==> src/rtl/ternary_word_decoder_if.sv <==
// Handshake bundle for the ternary word decoder: an input word stream
// and a binary result stream, each with valid/ready flow control.
interface ternary_word_decoder_if #(
    parameter int TRITS = 9,
    parameter int BIN_W = 16
) ();
    logic               in_valid;
    logic               in_ready;
    logic [2*TRITS-1:0] in_trits;
    logic               out_valid;
    logic               out_ready;
    logic [BIN_W-1:0]   out_data;
    logic               out_err;

    // Upstream/downstream environment side
    modport master (
        output in_valid,
        input  in_ready,
        output in_trits,
        input  out_valid,
        output out_ready,
        input  out_data,
        input  out_err
    );

    // Decoder side
    modport slave (
        input  in_valid,
        output in_ready,
        input  in_trits,
        output out_valid,
        input  out_ready,
        output out_data,
        output out_err
    );
endinterface

==> src/rtl/ternary_word_decoder.sv <==
// Balanced-ternary to two's-complement converter. A captured word is
// folded MSB first with Horner's rule (acc = 3*acc + trit), one trit per
// cycle, then held in DONE until the downstream handshake completes.
module ternary_word_decoder #(
    parameter int TRITS = 9,
    parameter int BIN_W = 16
) (
    input  logic                 clk,
    input  logic                 rst,
    ternary_word_decoder_if.slave bus
);
    localparam int WORD_W = 2 * TRITS;
    localparam int IDX_W  = (TRITS > 1) ? $clog2(TRITS) : 1;

    typedef enum logic [1:0] {
        IDLE = 2'd0,
        CONV = 2'd1,
        DONE = 2'd2
    } state_t;

    state_t                    state;
    logic [WORD_W-1:0]         word;
    logic signed [BIN_W-1:0]   acc;
    logic                      err;
    logic [IDX_W-1:0]          idx;
    logic                      in_ready_r;
    logic                      out_valid_r;
    logic [1:0]                cur_trit;

    // Map a trit code to its signed value; the invalid code contributes 0.
    function automatic logic signed [BIN_W-1:0] trit_value(input logic [1:0] code);
        logic signed [BIN_W-1:0] v;
        case (code)
            2'b01:   v = {{(BIN_W-1){1'b0}}, 1'b1};
            2'b10:   v = '1;
            default: v = '0;
        endcase
        return v;
    endfunction

    // Times-three with natural wrap-around modulo 2^BIN_W.
    function automatic logic signed [BIN_W-1:0] times_three(input logic signed [BIN_W-1:0] a);
        return (a <<< 1) + a;
    endfunction

    // The captured word is shifted left each step so the trit being
    // processed always sits in the top two bits.
    assign cur_trit = word[WORD_W-1 -: 2];

    // Control FSM plus datapath registers; reset overrides every handshake.
    always_ff @(posedge clk) begin
        if (rst) begin
            state       <= IDLE;
            word        <= '0;
            acc         <= '0;
            err         <= 1'b0;
            idx         <= IDX_W'(TRITS - 1);
            in_ready_r  <= 1'b1;
            out_valid_r <= 1'b0;
        end else begin
            case (state)
                IDLE: begin
                    if (bus.in_valid) begin
                        word       <= bus.in_trits;
                        acc        <= '0;
                        err        <= 1'b0;
                        idx        <= IDX_W'(TRITS - 1);
                        in_ready_r <= 1'b0;
                        state      <= CONV;
                    end
                end
                CONV: begin
                    acc  <= times_three(acc) + trit_value(cur_trit);
                    err  <= err | (cur_trit == 2'b11);
                    word <= word << 2;
                    if (idx == '0) begin
                        out_valid_r <= 1'b1;
                        state       <= DONE;
                    end else begin
                        idx <= idx - IDX_W'(1);
                    end
                end
                DONE: begin
                    if (bus.out_ready) begin
                        out_valid_r <= 1'b0;
                        in_ready_r  <= 1'b1;
                        state       <= IDLE;
                    end
                end
                default: begin
                    out_valid_r <= 1'b0;
                    in_ready_r  <= 1'b1;
                    state       <= IDLE;
                end
            endcase
        end
    end

    assign bus.in_ready  = in_ready_r;
    assign bus.out_valid = out_valid_r;
    assign bus.out_data  = acc;
    assign bus.out_err   = err;
endmodule

==> src/flat_wrapper.sv <==
// flat-port wrapper written by rule: the top's interface ports become plain ports
module ternary_word_decoder_flat 
#(
    parameter int TRITS = 9,
    parameter int BIN_W = 16
)
  (clk, rst, bus_in_valid, bus_in_ready, bus_in_trits, bus_out_valid, bus_out_ready, bus_out_data, bus_out_err);
  ternary_word_decoder_if #(.TRITS(TRITS), .BIN_W(BIN_W)) bus_i ();
  input  logic clk;
  input  logic rst;
  input wire logic [$bits(bus_i.in_valid)-1:0] bus_in_valid;
  output wire logic [$bits(bus_i.in_ready)-1:0] bus_in_ready;
  input wire logic [$bits(bus_i.in_trits)-1:0] bus_in_trits;
  output wire logic [$bits(bus_i.out_valid)-1:0] bus_out_valid;
  input wire logic [$bits(bus_i.out_ready)-1:0] bus_out_ready;
  output wire logic [$bits(bus_i.out_data)-1:0] bus_out_data;
  output wire logic [$bits(bus_i.out_err)-1:0] bus_out_err;
  assign bus_i.in_valid = bus_in_valid;
  assign bus_in_ready = bus_i.in_ready;
  assign bus_i.in_trits = bus_in_trits;
  assign bus_out_valid = bus_i.out_valid;
  assign bus_i.out_ready = bus_out_ready;
  assign bus_out_data = bus_i.out_data;
  assign bus_out_err = bus_i.out_err;
  ternary_word_decoder #(.TRITS(TRITS), .BIN_W(BIN_W)) u_core (.clk(clk), .rst(rst), .bus(bus_i));
endmodule
==> config.mk <==
export PLATFORM = sky130hd
export DESIGN_NAME = ternary_word_decoder_flat
export DESIGN_NICKNAME = d
export VERILOG_FILES = /design/src/rtl/ternary_word_decoder_if.sv /design/src/rtl/ternary_word_decoder.sv /design/src/flat_wrapper.sv
export SDC_FILE = /design/constraint.sdc
export NUM_CORES = 1
export LEC_CHECK = 0
export BUFFER_PORTS_ARGS = -buffer_cell sky130_fd_sc_hd__buf_2
export CAP_MARGIN = 20
export CORE_MARGIN = 2
export CORE_UTILIZATION = 52
export CTS_CLUSTER_SIZE = 30
export DETAILED_ROUTE_END_ITERATION = 8
export GPL_TIMING_DRIVEN = 0
export PLACE_DENSITY = 0.78
export REMOVE_ABC_BUFFERS = 1
export SLEW_MARGIN = 15
export SYNTH_ARGS = -nofsm -noshare
export SYNTH_HDL_FRONTEND = slang
export SYNTH_SLANG_ARGS = --single-unit
export TNS_END_PERCENT = 5
==> constraint.sdc <==
create_clock -name clk -period 3.3 [get_ports clk]
set_input_delay 0.165 -clock clk [delete_from_list [all_inputs] [get_ports clk]]
set_output_delay 0.165 -clock clk [all_outputs]
set_load 0.1 [all_outputs]
==> summary.md, run 1 <==
| Metric | Value |
|---|---|
| Gpl congestion | 0.866 |
| Vias in the first global route | 2420 |
| Synth Area per Inst | 8.41 sq um |
| WS Path Type | reg2reg |
| Reg2Reg Setup Slack | 250 ps |
| Slew HR | 0.446 |
| R2R depth | 12 |
| Grt ovf | 0 |
| Commonest cells after routing, fill and taps aside | 45 x nor2_1, 43 x dfxtp_1, 42 x nand2_1 |
| Initial drt markers | 182 |
| Final hold vios | 0 |
| Top fanout value on the critical path | 4 |
| Worst-path clk slew | 80 ps |
| Fin crit share | 0.925 |
| # H-tree levels | 2 |
| Top_reg_cell synth | dfxtp_1 |
| Number of flops mapped to enable cells by yosys | 0 |
| Synth Register Bits | 43 |
| PwrDens | 529 nW/um^2 |
| DR vias/cell | 5.64 |
| FF-to-FF End | u_core.bus.out_data[11] |
| Unrepaired setup endpoints after global routing | false |
| Root Buffer | clkbuf_8 |
| Die ar. | 6100 sq um |
| Critical Path End Type | flop |
| Yosys Warn Count | 0 |
| Total GRT Usage | 0.214 |
| Final Core Density | 0.624 |
| Cells after synthesis | 340 |
| CP endpoint | u_core.bus.out_data[11] |
| Initial Util | 0.549 |
| DP Area | 3080 sq um |
| Final HPWL DP | 4.34 mm |
| Ant. Diodes | 0 |
| Fin area | 3250 sq um |
| Num CTS Buffers | 5 |
| Maxcap violations | 0 |
| First-pass GRT wire length | 10.7 mm |
| Post-synthesis cell type count | 49 |
| Most common cell after layout, fill and taps aside | nor2_1 |
| Ports | 41 |
| Critical path origin | u_core.word[16] |
| First-pass DRT Iterations | 4 |
| Sum of negative setup slack | 0 ps |
| Static Leakage | 1.71 nW |
| Final setup violation count | 0 |
| WP data required | 3500 ps |
| Skew final | 2.10 ps |
| Sequential area share after synthesis | 0.301 |
| Clock sink count | 43 |
| Antenna violations before repair | 0 |
| Drt wl/cell | 14.2 um |
| Maximum vdd drop | 0.255 mV |
| Final worst path period need | 3050 ps |
| Final hold slack | 115 ps |
| Outcome | completed |
| Die H | 78.1 um |
| CP startpoint kind | flop |
| Layout cells sized above 1 | 0.175 |
| Routed vias | 2491 |
| Final slew viol count | 0 |
| Share of flip-flops with an asynchronous set or reset | 0 |
| Peak Freq | 328 MHz |
| Largest net degree at the start of global routing | 39 |
| Die width | 78.1 um |
| Rows | 26 |
| Hold path start | bus_in_trits[1] |
| Worst Hold Class | in2reg |
| Clock tree buffer depth | 2 |
| Area Overhead vs Synth | 13.7% |
| Worst reg2reg path startpoint | u_core.word[16] |
| Core Region | 5200 sq um |
| Routed Antenna Nets | 0 |
| Final wirelength | 6.27 mm |
| # DRC | 0 |
| Worst-margin pin slew | 831 ps |
| Nets | 428 |
| Clock latency on the worst-skew pair | 300 ps |
| # port buffers | 40 |
| Mapped cell area | 2860 sq um |
| Worst EP arrival | 3250 ps |
| CTS tree | yes |
## stage by stage
stage | setup slack [ps] | power [mW] | cells
2_1_floorplan | 127 | 1.09 | 319
3_3_place_gp | -166 | 1.20 | 429
3_5_place_dp | -247 | 1.22 | 431
4_1_cts | 112 | 1.73 | 439
5_1_grt | 101 | 1.82 | 442
6_report | 248 | 1.72 | 442
## area by class of cell
class                   count  area, sq um
fillers                   492         1960
multi-input cells         270         1900
flip-flops and latches     43          861
repair buffers             45          249
well taps                  70         87.6
clock buffers               6         72.6
clock inverters             2         60.1
inverters                   6         22.5
## worst min path at each step
| stage | to | slack, ps | cells after the start |
|---|---|---|---|
| floorplan | u_core.word[10] | 240 | 1 |
| global placement | u_core.word[1] | 420 | 3 |
| detailed placement | u_core.word[1] | 430 | 3 |
| CTS | u_core.word[1] | 110 | 3 |
| global route | u_core.word[0] | 120 | 3 |
| finish | u_core.word[1] | 120 | 3 |
## timing repair
item / 4_1_cts / 5_1_grt
gates resized for setup: 2 / 0
buffers inserted: 0 / 3
hold buffers: 0 / 0
setup endpoints to repair: 5 / 2
## sequential cells by signal (all words and copies together) (netlist names)
signal and cells:
u_core.bus.out_data 16, u_core.bus.out_err 1, u_core.idx 4, u_core.bus.out_valid 1
u_core.word 18, u_core.bus.in_ready 1, u_core.state 2
## logic make-up (layout without fill, tap and decap cells)
kind of cell | count (synthesis) | after routing | synth area share
AND/OR/NAND/NOR | 116 | 116 | 0.180
AO/OA/AOI/OAI | 91 | 91 | 0.236
flip-flops | 43 | 43 | 0.301
adder cells (fa/ha/maj) | 35 | 35 | 0.156
XOR/XNOR | 27 | 27 | 0.0828
buffers and inverters | 27 | 59 | 0.0412
multiplexers | 1 | 1 | 0.00350
## power by group
part	total [mW]	internal (mW)	switching, mW
clock	0.496	0.303	0.193
combinational	0.603	0.205	0.398
sequential	0.620	0.571	0.0491
## critical path, stage by stage, from the launching register on
cell,delay [ps]
dfxtp_1,370
inv_1,100
ha_4,180
buf_4,140
xor2_1,140
ha_1,340
fa_1,520
a211oi_2,310
o21ai_2,100
a21oi_1,260
nor2_1,110
xor2_1,160
a22o_1,200
## layer usage
layer | up-vias | global-route usage | routed length (um) | share of wire
met5 | - | 0 | 0 | 0
met4 | 0 | 0.0754 | 68 | 0.011
met3 | 7 | 0.0471 | 307 | 0.049
met2 | 55 | 0.356 | 3020 | 0.48
met1 | 1159 | 0.274 | 2870 | 0.46
li1 | 1270 | - | - | -
## cell usage after synthesis, drive strengths merged (8+ instances only)
master | n | area share
nand2 | 42 | 0.055
a21o | 17 | 0.045
ha | 34 | 0.15
a22oi | 8 | 0.021
a21oi | 19 | 0.035
xnor2 | 8 | 0.025
buf | 12 | 0.021
clkbuf | 9 | 0.012
nor2 | 48 | 0.065
a311oi | 16 | 0.049
dfxtp | 43 | 0.30
xor2 | 19 | 0.058
(Power assumes the default switching activity.)
==> inputs of run 2 (changes only) <==
--- a/config.mk
+++ b/config.mk
@@ -7,8 +7,10 @@
 export LEC_CHECK = 0
 export BUFFER_PORTS_ARGS = -buffer_cell sky130_fd_sc_hd__buf_2
 export CAP_MARGIN = 20
+export CELL_PAD_IN_SITES_DETAIL_PLACEMENT = 2
+export CELL_PAD_IN_SITES_GLOBAL_PLACEMENT = 2
 export CORE_MARGIN = 2
-export CORE_UTILIZATION = 52
+export CORE_UTILIZATION = 31
 export CTS_CLUSTER_SIZE = 30
 export DETAILED_ROUTE_END_ITERATION = 8
 export GPL_TIMING_DRIVEN = 0
==> summary.md, run 2 (same netlist as run 1, synthesis figures left out) <==
| Metric | Value |
|---|---|
| Fin crit share | 0.943 (was 0.925) |
| Final hold vios | 0 (unchanged) |
| # port buffers | 40 (unchanged) |
| Antenna violations before repair | 0 (unchanged) |
| CP startpoint kind | flop (unchanged) |
| Static Leakage | 1.70 nW (was 1.71 nW) |
| Maximum vdd drop | 0.228 mV (was 0.255 mV) |
| Hold depth | 3 (unchanged) |
| First-pass DRT Iterations | 4 (unchanged) |
| Worst-path clk slew | 100 ps (was 80 ps) |
| Crit-path slowest cell | fa_1 (unchanged) |
| Worst reg2reg path startpoint | u_core.word[16] (unchanged) |
| R2R depth | 12 (unchanged) |
| Num CTS Buffers | 5 (unchanged) |
| Combined buffer and inverter count along the critical path | 2 (unchanged) |
| Delay-heaviest family, CP | adder cells (unchanged) |
| Min-Delay Endpoint | u_core.word[0] (was u_core.word[1]) |
| Reg2Reg Setup Slack | 190 ps (was 250 ps) |
| Commonest cells after routing, fill and taps aside | 45 x nor2_1, 43 x dfxtp_1, 42 x nand2_1 (unchanged) |
| Top fanout value on the critical path | 4 (unchanged) |
| First-pass GRT wire length | 13.2 mm (was 10.7 mm) |
| Crit-path max cell delay | 510 ps (was 520 ps) |
| Final setup violation count | 0 (unchanged) |
| Final HPWL DP | 5.96 mm (was 4.34 mm) |
| Final slew viol count | 0 (unchanged) |
| FF-to-FF End | u_core.bus.out_data[11] (unchanged) |
| Rows | 35 (was 26) |
| Top reg by flops | u_core.word (unchanged) |
| Nets | 430 (was 428) |
| Initial Util | 0.314 (was 0.549) |
| Worst Hold Class | in2reg (unchanged) |
| # DRC | 0 (unchanged) |
| Placed Cells incl. Taps | 472 (was 431) |
| Hold path start | bus_in_trits[0] (was bus_in_trits[1]) |
| Area Overhead vs Synth | 14.6% (was 13.7%) |
| PwrDens | 493 nW/um^2 (was 529 nW/um^2) |
| Peak Freq | 321 MHz (was 328 MHz) |
| Skew final | 9.62 ps (was 2.10 ps) |
| Vias in the first global route | 2711 (was 2420) |
| Final worst path period need | 3110 ps (was 3050 ps) |
| Final wirelength | 8.03 mm (was 6.27 mm) |
| DR vias/cell | 5.35 (was 5.64) |
| Largest net degree at the start of global routing | 39 (unchanged) |
| Core Region | 9110 sq um (was 5200 sq um) |
| Final hold slack | 108 ps (was 115 ps) |
| Post-route insts no fill | 485 (was 442) |
| Gpl congestion | 0.768 (was 0.866) |
| Worst EP arrival | 3310 ps (was 3250 ps) |
| Die ar. | 10000 sq um (was 6100 sq um) |
| Total GRT Usage | 0.161 (was 0.214) |
| Outcome | completed (unchanged) |
| Routed Antenna Nets | 0 (unchanged) |
| Die H | 100 um (was 78.1 um) |
| Ant. Diodes | 0 (unchanged) |
| Root Buffer | clkbuf_8 (unchanged) |
| Worst-margin pin slew | 924 ps (was 831 ps) |
| Slew HR | 0.384 (was 0.446) |
| Fillcell total | 1050 (was 492) |
| Die width | 100 um (was 78.1 um) |
| Clock latency on the worst-skew pair | 300 ps (about the same) |
| Layout cells sized above 1 | 0.182 (was 0.175) |
| Unrepaired setup endpoints after global routing | false (unchanged) |
| Crit-path most repeated cell | xor2_1 (unchanged) |
| Most common cell after layout, fill and taps aside | nor2_1 (unchanged) |
| Pre-CTS setup slack | -438 ps (was -247 ps) |
| Clock tree buffer depth | 2 (unchanged) |
| WS Path Type | reg2reg (unchanged) |
| Final Worst Setup Slack | 188 ps (was 248 ps) |
| CTS tree | yes (unchanged) |
| Routed vias | 2597 (was 2491) |
| # H-tree levels | 2 (unchanged) |
| Initial drt markers | 57 (was 182) |
| Crit-path cells | inv_1 -> ha_4 -> buf_4 -> xor2_1 -> ha_1 -> fa_1 -> a211oi_2 -> o21ai_2 -> a21oi_1 -> nor2_1 -> xor2_1 -> a22o_1 (unchanged) |
| Maxcap violations | 0 (unchanged) |
| Critical Path End Type | flop (unchanged) |
| Flip-flop count of the largest register after layout | 18 (unchanged) |
| Ports | 41 (unchanged) |
| Drt wl/cell | 16.6 um (was 14.2 um) |
| Clock sink count | 43 (unchanged) |
| WP data required | 3500 ps (about the same) |
| Grt ovf | 0 (unchanged) |
==> run 2: cell type report <==
type / count / area [sq um] / share of cell area
clock buffer: 5 / 68.8 / 0.0210
clock inverter: 3 / 23.8 / 0.00726
inverter: 6 / 22.5 / 0.00688
multi-input combinational: 270 / 1900 / 0.579
sequential: 43 / 861 / 0.263
tap: 111 / 139 / 0.0424
timing repair buffer: 47 / 264 / 0.0806
==> run 2: worst min-delay path: stages <==
cell and delay (ps):
buf_2 80, a22oi_1 60, nor2_1 80
==> run 2: how the worst max path moves through the flow <==
stage | from | to | slack, ps | cells after the start
floorplan | u_core.bus.out_data[0] | u_core.bus.out_data[15] | 130 | 10
detailed placement | u_core.word[17] | u_core.bus.out_data[11] | -440 | 11
global route | u_core.word[17] | u_core.bus.out_data[11] | 30 | 11
global placement | u_core.word[17] | u_core.bus.out_data[15] | -290 | 11
finish | u_core.word[16] | u_core.bus.out_data[11] | 190 | 12
CTS | u_core.word[17] | u_core.bus.out_data[15] | 9 | 11
==> run 2: through the flow <==
step                      utilization  power [mW]  setup TNS (ps)  cell area (sq um)
after floorplan                     -        1.09               0               2760
after detailed placement        0.344        1.26           -1870               3130
final                           0.360        1.61               0               3280
after CTS                       0.355        1.63               0               3240
after global placement          0.341        1.21            -814               3100
after global routing            0.360        1.73               0               3280
==> run 2: report_power, final <==
group          switching, mW  internal (mW)  total (mW)
sequential            0.0512          0.571       0.623
combinational          0.417          0.210       0.628
clock                  0.212          0.152       0.364
total                  0.681          0.934        1.61
==> run 2: repair_timing <==
item	in CTS	in global routing
setup buffers	0	5
endpoints found under the hold margin	0	0
resized for setup	2	0
pin swaps	0	1
setup endpoints to repair	8	3
hold buffers	0	0
==> run 2: per-layer routing <==
metal,GRT usage,vias up,routed length (um)
li1,-,1276,-
met2,0.302,24,4060
met3,0.0251,4,171
met5,0,-,0
met1,0.199,1293,3760
met4,0.0221,0,33
==> inputs of run 3 (changes only) <==
==> constraint.sdc (replaced) <==
create_clock -name clk -period 2.7 [get_ports clk]
set_input_delay 0.135 -clock clk [delete_from_list [all_inputs] [get_ports clk]]
set_output_delay 0.135 -clock clk [all_outputs]
set_load 0.05 [all_outputs]
==> summary.md, run 3 (same netlist as run 1, synthesis figures left out) <==
| Metric | Value |
|---|---|
| PwrDens | 569 nW/um^2 (was 493 nW/um^2) |
| Hold depth | 3 (unchanged) |
| CTS tree | yes (unchanged) |
| Hold_buf cts | 0 (unchanged) |
| Grt ovf | 0 (unchanged) |
| Fillcell total | 1034 (was 1050) |
| # DRC | 0 (unchanged) |
| Routed Antenna Nets | 0 (unchanged) |
| Die width | 100 um (unchanged) |
| Worst reg2reg path startpoint | u_core.word[16] (unchanged) |
| Final Core Density | 0.377 (was 0.360) |
| Reg2Reg Setup Slack | -60 ps (was 190 ps) |
| FF-to-FF End | u_core.bus.out_data[15] (was u_core.bus.out_data[11]) |
| Most common cell after layout, fill and taps aside | nor2_1 (unchanged) |
| Die ar. | 10000 sq um (unchanged) |
| Hold path start | bus_in_trits[0] (unchanged) |
| Num CTS Buffers | 5 (unchanged) |
| Final setup violation count | 3 (was 0) |
| Maxcap violations | 0 (unchanged) |
| Power, Total | 1.95 mW (was 1.61 mW) |
| Initial Util | 0.314 (unchanged) |
| Critical Path End Type | flop (unchanged) |
| First-pass GRT wire length | 13.3 mm (was 13.2 mm) |
| Total GRT Usage | 0.163 (was 0.161) |
| DR vias/cell | 5.39 (was 5.35) |
| First-pass DRT Iterations | 4 (unchanged) |
| Static Leakage | 1.70 nW (about the same) |
| Unrepaired setup endpoints after global routing | true (was false) |
| WP data required | 2890 ps (was 3500 ps) |
| Rows | 35 (unchanged) |
| Final HPWL DP | 5.96 mm (unchanged) |
| Final slew viol count | 0 (unchanged) |
| Final worst path period need | 2760 ps (was 3110 ps) |
| Fin crit share | 1.02 (was 0.943) |
| Worst Hold Class | in2reg (unchanged) |
| Layout cells sized above 1 | 0.250 (was 0.182) |
| Clock sink count | 43 (unchanged) |
| WS Path Type | reg2reg (unchanged) |
| Worst-margin pin slew | 887 ps (was 924 ps) |
| Top reg by flops | u_core.word (unchanged) |
| Skew final | 10.5 ps (was 9.62 ps) |
| Nets | 432 (was 430) |
| Area Overhead vs Synth | 20.3% (was 14.6%) |
| Final wirelength | 8.22 mm (was 8.03 mm) |
| Min-Delay Endpoint | u_core.word[0] (unchanged) |
| Maximum vdd drop | 0.281 mV (was 0.228 mV) |
| Outcome | complete, but fails checks (was completed) |
| Slew HR | 0.408 (was 0.384) |
| Routed vias | 2627 (was 2597) |
| Fin area | 3440 sq um (was 3280 sq um) |
| Root Buffer | clkbuf_8 (unchanged) |
| Ant. Diodes | 0 (unchanged) |
| Die H | 100 um (unchanged) |
| Clock latency on the worst-skew pair | 300 ps (about the same) |
| Initial drt markers | 68 (was 57) |
| Ports | 41 (unchanged) |
| Drt wl/cell | 16.9 um (was 16.6 um) |
| Failing checks | setup timing |
| Final hold slack | 80.0 ps (was 108 ps) |
| Final Worst Setup Slack | -63.3 ps (was 188 ps) |
| DP Area | 3130 sq um (unchanged) |
| Final hold vios | 0 (unchanged) |
| Peak Freq | 362 MHz (was 321 MHz) |
| # port buffers | 40 (unchanged) |
| CP startpoint kind | flop (unchanged) |
| R2R depth | 12 (unchanged) |
| Gpl congestion | 0.768 (unchanged) |
| Largest net degree at the start of global routing | 39 (unchanged) |
| Clock tree buffer depth | 2 (unchanged) |
| Commonest cells after routing, fill and taps aside | 43 x nor2_1, 41 x nand2_1, 41 x dfxtp_1 (was 45 x nor2_1, 43 x dfxtp_1, 42 x nand2_1) |
| Pre-CTS setup slack | -1040 ps (was -438 ps) |
| Core Region | 9110 sq um (unchanged) |
| # H-tree levels | 2 (unchanged) |
| Worst-path clk slew | 100 ps (about the same) |
| Worst EP arrival | 2950 ps (was 3310 ps) |
| Flip-flop count of the largest register after layout | 18 (unchanged) |
| Vias in the first global route | 2744 (was 2711) |
| Top fanout value on the critical path | 4 (unchanged) |
| Antenna violations before repair | 0 (unchanged) |
==> run 3: cell count changes in the layout (fill, tap and decap cells not counted), sizes merged <==
cell	change
buf	+2
==> run 3: routing by layer <==
metal | global-route usage | wire (um) | up-vias
met5 | 0 | 0 | -
met4 | 0.0221 | 28 | 0
met3 | 0.0272 | 183 | 2
met2 | 0.308 | 4220 | 26
met1 | 0.197 | 3790 | 1316
li1 | - | - | 1283
==> run 3: power by group <==
part	switching (mW)	leakage, nW	internal, mW	total [mW]
registers	0.0632	0.354	0.699	0.762
logic	0.451	1.31	0.294	0.745
clock network	0.261	0.0408	0.186	0.447
total	0.776	1.70	1.18	1.95
==> run 3: metrics by stage <==
stage	setup TNS, ps	std cells
2_1_floorplan	-1460	319
3_3_place_gp	-6730	470
3_5_place_dp	-8880	472
4_1_cts	0	486
5_1_grt	-1040	487
6_report	-147	487
==> run 3: worst max-delay path: stages, from the launching register on <==
cell	delay [ps]
dfxtp_2	350
inv_2	50
ha_4	170
buf_6	120
xor2_1	130
ha_1	350
fa_2	430
a211oi_4	270
o21ai_2	110
a21oi_2	230
o31ai_2	100
xnor2_1	130
a22o_1	200
==> run 3: final cells by class <==
cell class / count / area, sq um / share of cell area
Sequential cell: 43 / 866 / 0.252
Multi-Input combinational cell: 270 / 2030 / 0.592
Inverter: 6 / 22.5 / 0.00655
Clock inverter: 3 / 23.8 / 0.00692
Clock buffer: 5 / 68.8 / 0.0200
Tap cell: 111 / 139 / 0.0404
Timing Repair Buffer: 49 / 283 / 0.0823
==> run 3: what timing repair did <==
action,in CTS,in global routing
resized for setup,20,17
pin swaps,7,8
setup buffers,6,1
setup endpoints to repair,14,9
==> run 3: worst max path at each step <==
stage | startpoint | endpoint | slack (ps)
floorplan | u_core.word[16] | u_core.bus.out_data[15] | -370
global placement | u_core.word[17] | u_core.bus.out_data[15] | -890
detailed placement | u_core.word[17] | u_core.bus.out_data[11] | -1040
CTS | u_core.word[16] | u_core.bus.out_data[11] | 6
global route | u_core.word[16] | u_core.bus.out_data[11] | -150
finish | u_core.word[16] | u_core.bus.out_data[15] | -60
